**src/rtl/scp_pkg.sv**
```systemverilog
// Shared types and constants for the single-cycle processor fetch path.
package scp_pkg;

    typedef enum logic [2:0] {
        IDLE,
        REQ,
        WAIT_RSP,
        HOLD,
        ERR
    } fetch_state_e;

    localparam int unsigned INSTR_BYTES      = 4;
    localparam logic [31:0] DEFAULT_RESET_PC = 32'h0000_0000;

endpackage

```
**src/rtl/scp_fetch_unit.sv**
```systemverilog
// Instruction fetch unit: owns the PC, issues one imem read at a time and
// hands the fetched word to the core, steering the next PC from branch feedback.
module scp_fetch_unit
    import scp_pkg::*;
#(
    parameter int unsigned       X_LEN    = 32,
    parameter logic [X_LEN-1:0]  RESET_PC = X_LEN'(DEFAULT_RESET_PC)
) (
    input  logic             clk_i,
    input  logic             rst_ni,
    output logic             imem_req_valid_o,
    input  logic             imem_req_ready_i,
    output logic [X_LEN-1:0] imem_req_addr_o,
    input  logic             imem_rsp_valid_i,
    input  logic [31:0]      imem_rsp_data_i,
    output logic [31:0]      instr_o,
    output logic [X_LEN-1:0] instr_pc_o,
    output logic             instr_valid_o,
    input  logic             instr_ready_i,
    input  logic             pc_sel_i,
    input  logic [X_LEN-1:0] branch_target_i,
    output logic             fetch_err_o,
    output logic [31:0]      retired_cnt_o
);

    fetch_state_e     state_q, state_d;
    logic [X_LEN-1:0] pc_q, pc_d;
    logic [31:0]      instr_q, instr_d;
    logic [X_LEN-1:0] instr_pc_q, instr_pc_d;
    logic [31:0]      cnt_q, cnt_d;

    always_ff @(posedge clk_i or negedge rst_ni) begin
        if (!rst_ni) begin
            state_q    <= IDLE;
            pc_q       <= RESET_PC;
            instr_q    <= '0;
            instr_pc_q <= '0;
            cnt_q      <= '0;
        end else begin
            state_q    <= state_d;
            pc_q       <= pc_d;
            instr_q    <= instr_d;
            instr_pc_q <= instr_pc_d;
            cnt_q      <= cnt_d;
        end
    end

    always_comb begin
        state_d    = state_q;
        pc_d       = pc_q;
        instr_d    = instr_q;
        instr_pc_d = instr_pc_q;
        cnt_d      = cnt_q;
        unique case (state_q)
            IDLE: state_d = REQ;
            REQ: begin
                if (imem_req_ready_i) state_d = WAIT_RSP;
            end
            WAIT_RSP: begin
                // Responses are only meaningful here; anywhere else they are dropped.
                if (imem_rsp_valid_i) begin
                    instr_d    = imem_rsp_data_i;
                    instr_pc_d = pc_q;
                    state_d    = HOLD;
                end
            end
            HOLD: begin
                if (instr_ready_i) begin
                    cnt_d = cnt_q + 32'd1;
                    if (!pc_sel_i) begin
                        pc_d    = pc_q + X_LEN'(INSTR_BYTES);
                        state_d = REQ;
                    end else if (branch_target_i[1:0] == 2'b00) begin
                        pc_d    = branch_target_i;
                        state_d = REQ;
                    end else begin
                        // Misaligned target: freeze the PC and park until reset.
                        state_d = ERR;
                    end
                end
            end
            ERR:     state_d = ERR;
            default: state_d = IDLE;
        endcase
    end

    assign imem_req_valid_o = (state_q == REQ);
    assign imem_req_addr_o  = pc_q;
    assign instr_valid_o    = (state_q == HOLD);
    assign instr_o          = instr_q;
    assign instr_pc_o       = instr_pc_q;
    assign fetch_err_o      = (state_q == ERR);
    assign retired_cnt_o    = cnt_q;

endmodule

```
**config.mk**
```make
export PLATFORM = sky130hd
export DESIGN_NAME = scp_fetch_unit
export DESIGN_NICKNAME = d
export VERILOG_FILES = /design/src/rtl/scp_pkg.sv /design/src/rtl/scp_fetch_unit.sv
export SDC_FILE = /design/constraint.sdc
export NUM_CORES = 1
export LEC_CHECK = 0
export BUFFER_PORTS_ARGS = -buffer_cell sky130_fd_sc_hd__buf_2
export CORE_MARGIN = 2
export CORE_UTILIZATION = 50
export DETAILED_ROUTE_END_ITERATION = 8
export PLACE_DENSITY = 0.79
export SYNTH_ARGS = -nofsm -noshare
export SYNTH_HDL_FRONTEND = slang
export SYNTH_SLANG_ARGS = --single-unit
```
**constraint.sdc**
```tcl
create_clock -name clk_i -period 4.42 [get_ports clk_i]
set_clock_uncertainty 0.1 [all_clocks]
set_input_delay 0.884 -clock clk_i [delete_from_list [all_inputs] [get_ports clk_i]]
set_output_delay 0.884 -clock clk_i [all_outputs]
set_load 0.01 [all_outputs]
```
* Word-level counts from Yosys, hierarchy flattened
Cells that the tools add are included.
** Storage, ports and cells
- Output and inout port bits :: 131
- Register bits :: 131
** Cells by class
- $add $sub $neg :: 2
- Reductions and logical operators :: 6
- Mux-type cells :: 8
- Equality and inequality tests :: 8
** Operators by type and width (count)
- 2-to-1 mux 32 bit :: 2
- adder 32 x 1 -> 32 bit (second input constant) :: 1
- adder 32 x 3 -> 32 bit (second input constant) :: 1
- 2-to-1 mux 3 bit :: 5
- case mux 3 bit (5 select lines) :: 1
- equality test 3 x 2 -> 1 bit (second input constant) :: 2
- != test 2 x 1 -> 1 bit (second input constant) :: 3
- AND reduction 3 bit :: 2
- AND reduction 2 bit :: 2
- equality test 3 x 1 -> 1 bit (second input constant) :: 1
- equality test 3 bit (second input constant) :: 1
- zero test 3 bit :: 1
- zero test 2 bit :: 1
- != test 2 bit (second input constant) :: 1

* Depth between registers and ports, before layout
Gate-level depths: netlist of run 1.
- Depth in word-level cells :: 5
- Mapped depth :: 8
- Depth with buffers taken out :: 6

* Worst setup path before layout of run 1
No wires, ideal clock.
- Path type :: input to register
- Start point :: input port imem_rsp_valid_i
- End point :: register instr_q[10], in the netlist instr_o[10]
- Arrival :: 2003 ps
- Slack :: 2192 ps
- Cell stages on the path :: 4
- Data required time :: 4195 ps
- Cells stage by stage :: nor4bb_1 clkbuf_1 buf_2 mux2_2
** On the way
- Word-level cells in the longest chain between the ends :: 1
** Ends and longest elaborated chain
- from (decl) :: RTL line scp_fetch_unit.sv:14 : input logic imem_rsp_valid_i,
- AND reduction 2 bit (no line)
- to (signal assigned) :: RTL line scp_fetch_unit.sv:42 : instr_q <= instr_d;
- to (decl) :: RTL line scp_fetch_unit.sv:28 : logic [31:0] instr_q, instr_d;
No other way between the ends.
A chain may end at the register's enable or synchronous reset.

* Final worst setup path of run 1
- Start point :: register state_q[2]
- End point :: output port fetch_err_o
** On the way
- Word-level cells in the longest chain between the ends :: 1
** Ends and longest elaborated chain
- from (decl) :: RTL line scp_fetch_unit.sv:26 : fetch_state_e state_q, state_d;
- from (signal assigned) :: RTL line scp_fetch_unit.sv:40 : state_q <= state_d;
- equality test 3 bit :: RTL line scp_fetch_unit.sv:92 : assign fetch_err_o = (state_q == ERR);
- to (decl) :: RTL line scp_fetch_unit.sv:22 : output logic fetch_err_o,
No other way between the ends.

==> results of run 1 <==
## power by group
group	switching (mW)	internal (mW)	leakage (nW)	total (mW)
Combinational	0.624	0.612	1.92	1.24
Sequential	0.284	1.53	1.69	1.81
Clock	0.508	0.894	0.283	1.40
## cell type report
type	instances	area (µm²)	share of cell area, %
flip-flops and latches	131	3280	41.4
multi-input cells	390	2770	35.0
repair buffers	207	1060	13.4
clock buffers	21	450	5.69
well taps	168	210	2.65
clock inverters	10	134	1.69
inverters	5	18.8	0.237
## state kept, by name (all words and copies together), names as in the netlist
name,flops
instr_pc_o,32
state_q,3
retired_cnt_o,32
instr_o,32
imem_req_addr_o,32
## logic make-up after synthesis
kind of cell	count (synthesis)	share of synthesized area (%)
flip-flops	131	52.8
AO/OA/AOI/OAI	97	10.4
XOR/XNOR	31	4.37
multiplexers	76	13.6
adder cells (fa/ha/maj)	2	0.403
buffers and inverters	41	2.92
AND/OR/NAND/NOR	184	15.6
## routing by layer
layer	GRT usage [%]	up-vias
met2	39.0	224
li1	-	2435
met1	32.2	2589
met4	11.6	0
met3	5.49	37
met5	0	-
## synth_stat cells, types with 2 or more instances
master | number | area (µm²)
sky130_fd_sc_hd__inv_1 | 5 | 18.8
sky130_fd_sc_hd__buf_4 | 2 | 15.0
sky130_fd_sc_hd__o31ai_1 | 2 | 15.0
sky130_fd_sc_hd__and2_1 | 3 | 18.8
sky130_fd_sc_hd__nor3b_1 | 2 | 15.0
sky130_fd_sc_hd__and3_1 | 17 | 106
sky130_fd_sc_hd__a21oi_1 | 22 | 110
sky130_fd_sc_hd__a22o_1 | 2 | 17.5
sky130_fd_sc_hd__mux2_2 | 65 | 732
sky130_fd_sc_hd__o21ai_0 | 11 | 55.1
sky130_fd_sc_hd__dfrtp_1 | 131 | 3280
sky130_fd_sc_hd__nor4_1 | 2 | 12.5
sky130_fd_sc_hd__nor2_1 | 43 | 161
sky130_fd_sc_hd__o221ai_1 | 4 | 35.0
sky130_fd_sc_hd__o22a_1 | 4 | 35.0
sky130_fd_sc_hd__a211oi_1 | 6 | 45.0
sky130_fd_sc_hd__buf_2 | 15 | 75.1
sky130_fd_sc_hd__nand4_1 | 18 | 113
sky130_fd_sc_hd__mux2i_1 | 11 | 110
sky130_fd_sc_hd__ha_1 | 2 | 25.0
sky130_fd_sc_hd__a21boi_0 | 4 | 30.0
sky130_fd_sc_hd__xor2_1 | 7 | 61.3
sky130_fd_sc_hd__nand3_2 | 2 | 20.0
sky130_fd_sc_hd__xnor2_1 | 24 | 210
sky130_fd_sc_hd__nand2b_1 | 2 | 12.5
sky130_fd_sc_hd__clkbuf_1 | 18 | 67.6
sky130_fd_sc_hd__a31oi_1 | 2 | 12.5
sky130_fd_sc_hd__o211ai_1 | 2 | 15.0
sky130_fd_sc_hd__nand3_1 | 20 | 100
sky130_fd_sc_hd__o22ai_1 | 21 | 131
sky130_fd_sc_hd__and4_1 | 10 | 87.6
sky130_fd_sc_hd__nand4b_1 | 2 | 17.5
sky130_fd_sc_hd__nand2_1 | 44 | 165
sky130_fd_sc_hd__nor3_1 | 11 | 55.1
sky130_fd_sc_hd__a22oi_1 | 5 | 37.5
sky130_fd_sc_hd__o21a_1 | 2 | 15.0
## worst reg2reg max path, stage by stage (launching register included)
cell and delay [ns]:
sky130_fd_sc_hd__dfrtp_1 0.54, sky130_fd_sc_hd__and4b_2 0.43, sky130_fd_sc_hd__nand2_1 0.56, sky130_fd_sc_hd__o22a_1 0.40, sky130_fd_sc_hd__o22ai_1 0.17, sky130_fd_sc_hd__a211oi_1 0.08
## metrics by stage
step	util, %	instance area [µm²]	total power, mW	instances
3_5_place_dp	60.8	7340	3.07	901
2_1_floorplan	-	6210	2.52	562
3_3_place_gp	60.8	7340	3.00	901
4_1_cts	65.7	7920	4.48	932
6_report	65.7	7920	4.45	932
5_1_grt	65.7	7920	4.69	932
## cells in the final DEF, fill, tap and decap left out, types with 18 or more instances in the layout
master,synthesis,routed
sky130_fd_sc_hd__a21oi_1,22,22
sky130_fd_sc_hd__buf_2,15,199
sky130_fd_sc_hd__dfrtp_1,131,131
sky130_fd_sc_hd__mux2_2,65,65
sky130_fd_sc_hd__nand2_1,44,44
sky130_fd_sc_hd__nand3_1,20,20
sky130_fd_sc_hd__nand4_1,18,18
sky130_fd_sc_hd__nor2_1,43,42
sky130_fd_sc_hd__o22ai_1,21,21
sky130_fd_sc_hd__xnor2_1,24,24
## worst max-delay path by stage
stage	from	slack [ns]	cells past startpoint	end
detailed placement	pc_sel_i	1.63	7	imem_req_addr_o[15]$_DFFE_PN0P_
finish	state_q[2]$_DFFE_PN0P_	1.95	2	fetch_err_o
global placement	pc_sel_i	1.77	7	imem_req_addr_o[15]$_DFFE_PN0P_
global route	state_q[2]$_DFFE_PN0P_	1.86	2	fetch_err_o
floorplan	imem_rsp_valid_i	2.19	4	instr_o[10]$_DFFE_PN0P_
CTS	state_q[2]$_DFFE_PN0P_	1.95	2	fetch_err_o
==> out/qor.log, run 1 <==
INFO  setup_path     timing.critical_path.buf_inv=1
INFO  die            die-width=115µm
INFO  sta            final.period_utilization=56.0%
INFO  sta            setup_ws=1.95ns
INFO  setup_path     cp_cell_sequence=nor3b_1 -> buf_2
INFO  cts            cts_max_level=4
INFO  global_route   grt_usage=24.6%
INFO  die            die_h=115µm
INFO  setup_path     largest_delay_contributor_family_on_the_critical_path=flip-flops
INFO  cts            ctsHoldBuffers=0
INFO  power_and_ir_drop power_density=562nW/µm²
INFO  route          route.met3.wl=1.03mm
INFO  route          met2RoutedLength=7.88mm
INFO  synthesis      syn_inst=562
INFO  sta            rsz0062_at_grt=false
INFO  synthesis      syn_nets=634
INFO  layout         final_nets=824
INFO  global_route   number_of_global_route_vias_before_repair=4969
INFO  setup_path     critical_path.startpoint_type=flip-flop
INFO  power_and_ir_drop cell_leakage_power=3.90nW
INFO  sta            timing_hold_violations_final=0
INFO  cts            cts-buffers-inserted=17
INFO  cts            cts_tree=done
INFO  route          num_vias=5285
INFO  setup_path     timing.critical_path.slowest_cell_delay=0.51ns
INFO  setup_path     critical_path_peak_fanout=8
INFO  min_path       hp-start=retired_cnt_o[31]$_DFFE_PN0P_
INFO  setup_path     crit_required=3.44ns
INFO  synthesis      number_of_flops_mapped_to_enable_cells_by_yosys=0
INFO  layout         post_route_cells_drive_above_1_share=40.7%
INFO  setup_path     timing.rr.end=imem_req_addr_o[29]$_DFFE_PN0P_
INFO  sta            setup_total_negative_slack=0ns
INFO  min_path       timing.hold.worst_endpoint=retired_cnt_o[31]$_DFFE_PN0P_
INFO  route          post_drt_via_cell_ratio=5.67
INFO  route          detailed_route_wire_length=16.3mm
INFO  cts            clkLatencyLatePin=0.42ns
INFO  route          drt-met1-wl=6.99mm
INFO  cts            cts_root_buf=sky130_fd_sc_hd__clkbuf_16
INFO  die            area_of_the_core_region=12100µm²
INFO  die            start_util=51.5%
INFO  cts            cts.sinks=131
INFO  synthesis      ys_seq_area_share=52.8%
INFO  synthesis      yosysUniqueCellTypes=55
INFO  die            top_level_ports=201
INFO  die            core.rowCount=40
INFO  sta            max_clock_freq=404MHz
INFO  setup_path     crit-reg2reg-launch=state_q[0]$_DFFE_PN0P_
INFO  placed_design  post_detailed_placement_half_perimeter_wirelength=11.3mm
INFO  sta            worst_hold_slack=0.379ns
INFO  min_path       min-delay-path-class=flip-flop to flip-flop
INFO  sta            max-slew-margin-rel=35.8%
INFO  setup_path     cp-end-kind=output pin
INFO  global_route   antenna_found_initial=0
INFO  layout         synthesis_to_layout_area_growth=27.5%
INFO  sta            setup_viol_count_final=0
INFO  route          detailedRoute.firstPassIterationCount=5
INFO  run            cap_viol_max_count=0
INFO  setup_path     reg2reg_depth=5
INFO  sta            final-max-slew-violation-count=0
INFO  layout         antenna_cells_inserted=0
INFO  global_route   grt_start_max_net_pins=107
INFO  setup_path     cp_data_arrival_time=1.49ns
INFO  setup_path     crit_path_top_delay_cell=sky130_fd_sc_hd__dfrtp_1
INFO  run_status     result_of_the_run=complete, no violations
INFO  global_route   global_route.overflow_total=0
INFO  sta            finalWorstPathRequiredPeriod=2.47ns
INFO  global_route   grt_pass1_wl=25.1mm
INFO  route          top_signal_layer_used=met4
INFO  die            dieArea=13300µm²
INFO  route          antenna_viol_nets_final=0
INFO  synthesis      async_flop_share=100%
INFO  setup_path     regToRegSetupSlack=2.03ns
INFO  sta            tightestPinTransition=0.963ns
INFO  synthesis      synthesis.yosys.warnings=0
INFO  layout         number_of_fillers_in_the_final_layout=932
INFO  placed_design  numPortBuffers=200
INFO  placed_design  worst_slack_after_detailed_placement=1.63ns
INFO  placed_design  gpl.final_weighted_congestion=0.878
INFO  synthesis      post_synth_top_flop=sky130_fd_sc_hd__dfrtp_1
INFO  cts            cts.clk_slew.worst_paths=0.06ns
INFO  route          detailedRoute.firstIterationViolations=509
INFO  route          post_drt_wl_per_cell=17.5µm
INFO  power_and_ir_drop ir_worst_vdd=330µV
INFO  synthesis      netlist_area=6210µm²
INFO  route          remaining_drc_errors=0
INFO  cts            cts_resized=0
INFO  min_path       timing.hold.worst_path_depth=1
INFO  setup_path     criticalPathCategory=flip-flop to output pin
INFO  synthesis      synth.avg_cell_area=11.1µm²
INFO  cts            clockBufferDepth=2
INFO  synthesis      ys_ff_latch=131
INFO  cts            post-cts-setup-buffers=0
(Power assumes the default switching activity.)
==> run 2, diff against run 1 <==
Settings changed: ABC_AREA from default to 1, PLACE_DENSITY 0.79 to 0.78.
Clock period 4.42 ns to 2.6 ns, I/O delays scaled along.
==> out/qor.log, run 2 <==
INFO  power_and_ir_drop p_clk_share=26.9% [-4.6 points]
INFO  power_and_ir_drop cell_leakage_power=4.35nW [+12%]
INFO  cts            cts_tree=done
INFO  synthesis      ys_seq_area_share=49.4% [-3.3 points]
INFO  setup_path     critical_path_peak_fanout=27 [+19]
INFO  setup_path     cp-end-kind=flip-flop
INFO  sta            timing_hold_violations_final=0 [unchanged]
INFO  sta            worst_hold_slack=0.215ns [-0.163 ns]
INFO  placed_design  placed_cells=1181 [+31%]
INFO  setup_path     timing.critical_path.slowest_cell_delay=0.47ns [-0.04 ns]
INFO  placed_design  worst_slack_after_detailed_placement=0.466ns [-1.16 ns]
INFO  cts            cts.sinks=131 [unchanged]
INFO  cts            cts-buffers-inserted=17 [unchanged]
INFO  layout         antenna_cells_inserted=0 [unchanged]
INFO  setup_path     cp_cell_sequence=nand2_2 -> nor2_4 -> nand2_2 -> nor2_2 -> buf_4 -> inv_2 -> a21oi_1 -> o21ai_0 -> nand2_1 -> inv_1
INFO  synthesis      post_synth_top_flop=sky130_fd_sc_hd__dfrtp_1
INFO  sta            tightestPinTransition=0.584ns [-0.380 ns]
INFO  layout         synthesis_to_layout_area_growth=27.5% [about the same]
INFO  run            cap_viol_max_count=0 [unchanged]
INFO  cts            cts.clk_slew.worst_paths=0.06ns [about the same]
INFO  synthesis      yosysTopAreaCell=sky130_fd_sc_hd__dfrtp_1
INFO  sta            finalWorstPathRequiredPeriod=2.15ns
INFO  route          num_vias=6217 [+18%]
INFO  power_and_ir_drop comb_power_share=34.3% [+6.5 points]
INFO  synthesis      async_flop_share=100% [unchanged]
INFO  synthesis      synth.avg_cell_area=8.09µm² [-27%]
INFO  power_and_ir_drop ir_worst_vdd=630µV [+91%]
INFO  setup_path     critical_path.startpoint_type=flip-flop
INFO  setup_path     cpMostUsedCell=sky130_fd_sc_hd__nand2_2
INFO  layout         layoutNonFillerInstCount=1214 [+30%]
INFO  sta            final.period_utilization=82.7%
INFO  global_route   grt_start_max_net_pins=59 [-45%]
INFO  sta            rsz0062_at_grt=false
INFO  synthesis      netlist_area=6630µm² [+6.8%]
INFO  route          post_drt_via_cell_ratio=5.12 [-9.7%]
INFO  placed_design  gpl.final_weighted_congestion=0.902 [+2.7%]
INFO  route          detailed_route_wire_length=17.3mm [+6.3%]
INFO  die            start_util=50.7% [-0.81 points]
INFO  synthesis      synthesis.yosys.warnings=0 [unchanged]
INFO  setup_path     timing.critical_path.buf_inv=3 [+2]
INFO  cts            cts_root_buf=sky130_fd_sc_hd__clkbuf_16
INFO  route          drt-met1-wl=7.39mm [+5.8%]
INFO  synthesis      syn_nets=892 [+41%]
INFO  cts            clkLatencyLatePin=0.42ns [about the same]
INFO  sta            final-max-slew-violation-count=0 [unchanged]
INFO  route          top_signal_layer_used=met4
INFO  setup_path     cp_data_arrival_time=2.36ns [+0.87 ns]
INFO  layout         final_nets=1097 [+33%]
INFO  die            dieArea=14200µm² [+6.5%]
INFO  power_and_ir_drop seq_power_share=38.8% [-1.9 points]
INFO  sta            max-slew-margin-rel=60.9% [+25 points]
INFO  global_route   grt_usage=25.6% [+1.0 points]
INFO  die            die-width=119µm [+3.2%]
INFO  setup_path     crit_required=2.81ns [-0.63 ns]
INFO  synthesis      syn_inst=820 [+46%]
INFO  global_route   global_route.overflow_total=0 [unchanged]
INFO  sta            setup_total_negative_slack=0ns [unchanged]
INFO  run_status     result_of_the_run=complete, no violations
INFO  route          detailedRoute.firstPassIterationCount=5 [unchanged]
INFO  setup_path     criticalPathCategory=flip-flop to flip-flop
INFO  synthesis      number_of_flops_mapped_to_enable_cells_by_yosys=0 [unchanged]
INFO  route          met2RoutedLength=8.35mm [+6.0%]
INFO  power_and_ir_drop power_density=1060nW/µm² [+89%]
INFO  route          antenna_viol_nets_final=0 [unchanged]
INFO  route          remaining_drc_errors=0 [unchanged]
INFO  sta            setup_ws=0.449ns [-1.50 ns]
INFO  setup_path     largest_delay_contributor_family_on_the_critical_path=simple AND/OR/NAND/NOR gates
INFO  layout         commonest_non_fill_non_tap_cell_in_the_layout=sky130_fd_sc_hd__nand2_1
INFO  synthesis      synth_top_cells_by_count=259 x sky130_fd_sc_hd__nand2_1, 131 x sky130_fd_sc_hd__dfrtp_1, 109 x sky130_fd_sc_hd__nor2_1, 67 x sky130_fd_sc_hd__inv_1, 52 x sky130_fd_sc_hd__nand3_1
INFO  synthesis      ys_top_cells_by_area=sky130_fd_sc_hd__dfrtp_1 49%, sky130_fd_sc_hd__nand2_1 15%, sky130_fd_sc_hd__nor2_1 6.2%
INFO  placed_design  numPortBuffers=200 [unchanged]
INFO  sta            max_clock_freq=465MHz
INFO  route          route.met3.wl=1.17mm [+14%]
INFO  route          detailedRoute.firstIterationViolations=447 [-12%]
INFO  placed_design  post_detailed_placement_half_perimeter_wirelength=12.8mm [+13%]
INFO  power_and_ir_drop internal_power=5.61mW [+85%]
INFO  die            core.rowCount=42 [+5.0%]
INFO  setup_path     regToRegSetupSlack=0.45ns [-1.58 ns]
INFO  sta            setup_viol_count_final=0 [unchanged]
INFO  setup_path     crit_path_top_delay_cell=sky130_fd_sc_hd__dfrtp_1
INFO  power_and_ir_drop p_sw=3.36mW [+140%]
INFO  die            top_level_ports=201 [unchanged]
INFO  layout         layout.cells.most_common_list=259 x sky130_fd_sc_hd__nand2_1, 199 x sky130_fd_sc_hd__buf_2, 131 x sky130_fd_sc_hd__dfrtp_1
INFO  min_path       min-delay-path-class=input port to flip-flop
INFO  cts            cts_max_level=4 [unchanged]
INFO  layout         post_route_cells_drive_above_1_share=28.5% [-12 points]
INFO  cts            clockBufferDepth=2 [unchanged]
INFO  synthesis      ys_ff_latch=131 [unchanged]
INFO  synthesis      post-synth-top-count-cell=sky130_fd_sc_hd__nand2_1
INFO  die            area_of_the_core_region=13100µm² [+8.5%]
INFO  die            die_h=119µm [+3.2%]
INFO  cts            cts_resized=0 [unchanged]
INFO  global_route   number_of_global_route_vias_before_repair=5923 [+19%]
INFO  route          post_drt_wl_per_cell=14.3µm [-18%]
INFO  synthesis      yosysUniqueCellTypes=36 [-35%]
INFO  global_route   antenna_found_initial=0 [unchanged]
INFO  global_route   grt_pass1_wl=28.8mm [+15%]
INFO  synthesis      yosysTopAreaCellShare=49.4% [-3.3 points]
INFO  power_and_ir_drop power.share.switching=37.5% [+5.7 points]
==> run 2: path summary, 6_finish.rpt <==
kind,startpoint,end,cells past startpoint
max in group asynchronous,rst_ni,imem_req_addr_o[21]$_DFFE_PN0P_,3
max,state_q[1]$_DFFE_PN0P_,imem_req_addr_o[16]$_DFFE_PN0P_,10
min in group asynchronous,rst_ni,retired_cnt_o[8]$_DFFE_PN0P_,2
min,branch_target_i[2],imem_req_addr_o[2]$_DFFE_PN0P_,2
min reg2reg,instr_pc_o[9]$_DFFE_PN0P_,instr_pc_o[9]$_DFFE_PN0P_,2
max reg2reg,state_q[1]$_DFFE_PN0P_,imem_req_addr_o[16]$_DFFE_PN0P_,10
==> run 2: kinds of logic (layout without fill, tap and decap cells) <==
| kind of cell | Yosys count | in the layout | share of synthesized area [%] |
|---|---|---|---|
| muxes | 36 | 36 | 6.11 |
| adders and majority gates | 2 | 2 | 0.377 |
| and+or+nand+nor | 456 | 456 | 28.8 |
| DFF | 131 | 131 | 49.4 |
| AOI/OAI and AO/OA | 78 | 78 | 6.32 |
| buffers and inverters | 93 | 311 | 5.75 |
| xor gates and xnor gates | 24 | 24 | 3.17 |
==> run 2: stage by stage <==
step	power [mW]	instance area [µm²]	util (%)
after floorplan	5.21	6630	-
final	8.98	8450	64.6
after detailed placement	6.56	7840	59.9
after CTS	9.03	8450	64.6
after global routing	9.57	8450	64.6
after global placement	6.46	7840	59.9
==> run 2: final cells by class <==
| class | instances | area, µm² |
|---|---|---|
| Fill cell | 1112 | 4630 |
| Sequential cell | 131 | 3280 |
| Multi-Input combinational cell | 596 | 2980 |
| Timing Repair Buffer | 210 | 1110 |
| Clock buffer | 18 | 439 |
| Inverter | 69 | 259 |
| Tap cell | 176 | 220 |
| Clock inverter | 14 | 161 |
==> run 2: what timing repair did <==
action | 4_1_cts | 5_1_grt
endpoints found under the setup margin | 0 | 0
hold endpoints to repair | 49 | 0
buffers inserted | 0 | 0
hold buffers | 1 | 0
==> run 2: power by group through the flow <==
stage	clock, mW	sequential, mW	combinational (mW)
floorplan	0	3.72	1.49
finish	2.42	3.48	3.08
detailed placement	0	3.48	3.08
global placement	0	3.45	3.01
global route	2.55	3.59	3.43
CTS	2.46	3.46	3.10
==> run 2: worst register-to-register path, delay by kind of cell (launching register included) <==
family,cells,cell delay [ns]
AO/OA/AOI/OAI,2,0.26
buffers and inverters,3,0.46
flip-flops,1,0.47
AND/OR/NAND/NOR,5,0.75
==> run 2: metal layers <==
metal,vias to the layer above,global-route usage [%]
li1,3031,-
met2,256,41.4
met1,2894,33.6
met4,0,9.90
met5,-,0
met3,36,5.56
==> run 3, diff against run 2 <==
Settings changed: CORE_UTILIZATION 50 to 47, PLACE_DENSITY 0.78 to 0.77.
Clock period 2.6 ns to 1.9 ns, I/O delays scaled along.
==> out/qor.log, run 3 (synthesized netlist as in run 2, its figures left out) <==
INFO  layout         layout.cells.most_common_list=259 x sky130_fd_sc_hd__nand2_1, 199 x sky130_fd_sc_hd__buf_2, 130 x sky130_fd_sc_hd__dfrtp_1
INFO  cts            cts_root_buf=sky130_fd_sc_hd__clkbuf_16
INFO  setup_path     cp-end-kind=output pin
INFO  layout         antenna_cells_inserted=0 [unchanged]
INFO  run            cap_viol_max_count=0 [unchanged]
INFO  route          post_drt_via_cell_ratio=5.04 [-1.7%]
INFO  sta            setup_viol_count_final=0 [unchanged]
INFO  route          detailedRoute.firstIterationViolations=547 [+22%]
INFO  cts            cts-buffers-inserted=17 [unchanged]
INFO  cts            cts.clk_slew.worst_paths=0.06ns [about the same]
INFO  placed_design  numPortBuffers=200 [unchanged]
INFO  layout         post_route_cells_drive_above_1_share=29.7% [+1.2 points]
INFO  layout         commonest_non_fill_non_tap_cell_in_the_layout=sky130_fd_sc_hd__nand2_1
INFO  die            start_util=48.0% [-2.7 points]
INFO  setup_path     cp_data_arrival_time=1.39ns [-0.97 ns]
INFO  run_status     result_of_the_run=complete, no violations
INFO  sta            worst_hold_slack=0.0813ns [-0.134 ns]
INFO  placed_design  post_detailed_placement_half_perimeter_wirelength=13.2mm [+3.6%]
INFO  setup_path     criticalPathCategory=flip-flop to output pin
INFO  route          num_vias=6173 [-0.71%]
INFO  global_route   global_route.overflow_total=0 [unchanged]
INFO  sta            final.period_utilization=98.5%
INFO  layout         final_cell_area=8600µm² [+1.8%]
INFO  route          remaining_drc_errors=0 [unchanged]
INFO  min_path       min-delay-path-class=input port to flip-flop
INFO  global_route   grt_start_max_net_pins=55 [-6.8%]
INFO  sta            rsz0062_at_grt=true
INFO  power_and_ir_drop cell_leakage_power=4.41nW [+1.4%]
INFO  layout         utilization=62.2% [-2.4 points]
INFO  sta            max_clock_freq=534MHz
INFO  route          post_drt_wl_per_cell=14.5µm [+1.5%]
INFO  cts            cts.sinks=131 [unchanged]
INFO  layout         synthesis_to_layout_area_growth=29.7%
INFO  cts            cts_max_level=4 [unchanged]
INFO  sta            setup_ws=0.0279ns [-0.421 ns]
INFO  global_route   antenna_found_initial=0 [unchanged]
INFO  global_route   number_of_global_route_vias_before_repair=5903 [-0.34%]
INFO  cts            clockBufferDepth=2 [unchanged]
INFO  placed_design  worst_slack_after_detailed_placement=0.0710ns [-0.395 ns]
INFO  setup_path     critical_path_peak_fanout=5 [-81%]
INFO  layout         final_nets=1106 [+0.82%]
INFO  die            dieArea=15100µm² [+6.2%]
INFO  sta            tightestPinTransition=0.409ns [-0.175 ns]
INFO  setup_path     crit_required=1.42ns [-1.39 ns]
INFO  sta            timing_hold_violations_final=0 [unchanged]
INFO  power_and_ir_drop power_density=1450nW/µm² [+37%]
INFO  placed_design  post_dp_cell_area=7940µm² [+1.2%]
INFO  sta            max-slew-margin-rel=72.7% [+12 points]
INFO  power_and_ir_drop ir_worst_vdd=736µV [+17%]
INFO  die            core.rowCount=43 [+2.4%]
INFO  die            die_h=123µm [+3.0%]
INFO  min_path       hp-start=imem_rsp_data_i[15]
INFO  cts            cts_tree=done
INFO  global_route   grt_usage=24.8% [-0.77 points]
INFO  route          detailedRoute.firstPassIterationCount=5 [unchanged]
INFO  die            top_level_ports=201 [unchanged]
INFO  die            area_of_the_core_region=13800µm² [+5.7%]
INFO  sta            final-max-slew-violation-count=0 [unchanged]
INFO  setup_path     critical_path.startpoint_type=flip-flop
INFO  global_route   grt_pass1_wl=28.9mm [+0.43%]
INFO  placed_design  gpl.final_weighted_congestion=0.917 [+1.8%]
INFO  route          detailed_route_wire_length=17.8mm [+2.5%]
INFO  cts            clkLatencyLatePin=0.43ns [about the same]
INFO  die            die-width=123µm [+3.0%]
INFO  route          antenna_viol_nets_final=0 [unchanged]
INFO  power_and_ir_drop power.total=12.5mW [+39%]
INFO  setup_path     critical_path.startpoint=state_q[1]$_DFFE_PN0P_
INFO  setup_path     crit-reg2reg-launch=imem_req_addr_o[3]$_DFFE_PN0P_
INFO  sta            finalWorstPathRequiredPeriod=1.87ns
run 3: cell count changes in the layout (fill, tap and decap cells not counted), sizes merged:
cell,delta
buf,+9
inv,+2
clkinvlp,-2
clkbuf,-1
run 3: path summary, 6_finish.rpt:
| path | endpoint | slack (ns) | cells after the start |
|---|---|---|---|
| setup / recovery | fetch_err_o | 0.03 | 3 |
| setup reg to reg | imem_req_addr_o[24]$_DFFE_PN0P_ | 0.11 | 9 |
| max in group asynchronous | instr_o[1]$_DFFE_PN0P_ | 0.78 | 3 |
| hold / removal | instr_o[15]$_DFFE_PN0P_ | 0.08 | 2 |
| min in group asynchronous | retired_cnt_o[25]$_DFFE_PN0P_ | 0.33 | 2 |
| hold reg to reg | retired_cnt_o[31]$_DFFE_PN0P_ | 0.37 | 1 |
run 3: where the power goes:
group	internal [mW]	leakage, nW	switching (mW)
registers	3.83	1.65	0.912
logic	1.85	2.47	2.52
clock network	2.07	0.288	1.30
run 3: timing repair:
action                                  CTS  global route
endpoints found under the setup margin    1            19
hold buffers                              1             0
resized for setup                         1            12
cloned                                    0             0
endpoints found under the hold margin    35             0
buffers inserted                          0             0
pin swaps                                 0             1
run 3: critical path, stage by stage (launching register included):
cell	delay, ns
sky130_fd_sc_hd__dfrtp_1	0.40
sky130_fd_sc_hd__buf_4	0.17
sky130_fd_sc_hd__nor3_2	0.21
sky130_fd_sc_hd__buf_2	0.18
run 3: final cells by class:
type	instances	area, µm²
clock buffers	17	425
clock inverters	14	181
fillers	1191	5230
inverters	69	262
multi-input cells	596	3020
flip-flops and latches	131	3280
well taps	180	225
repair buffers	219	1210
run 3: per-layer routing:
layer,share of wire [%],track usage (%)
met5,0,0
met4,2.1,9.63
met3,6.4,5.81
met2,47,40.8
met1,44,31.6
run 3: metrics by stage:
step / TNS (ns) / cells
floorplan: 0 / 820
global placement: 0 / 1194
detailed placement: 0 / 1194
CTS: 0 / 1226
global route: -0.104 / 1226
finish: 0 / 1226
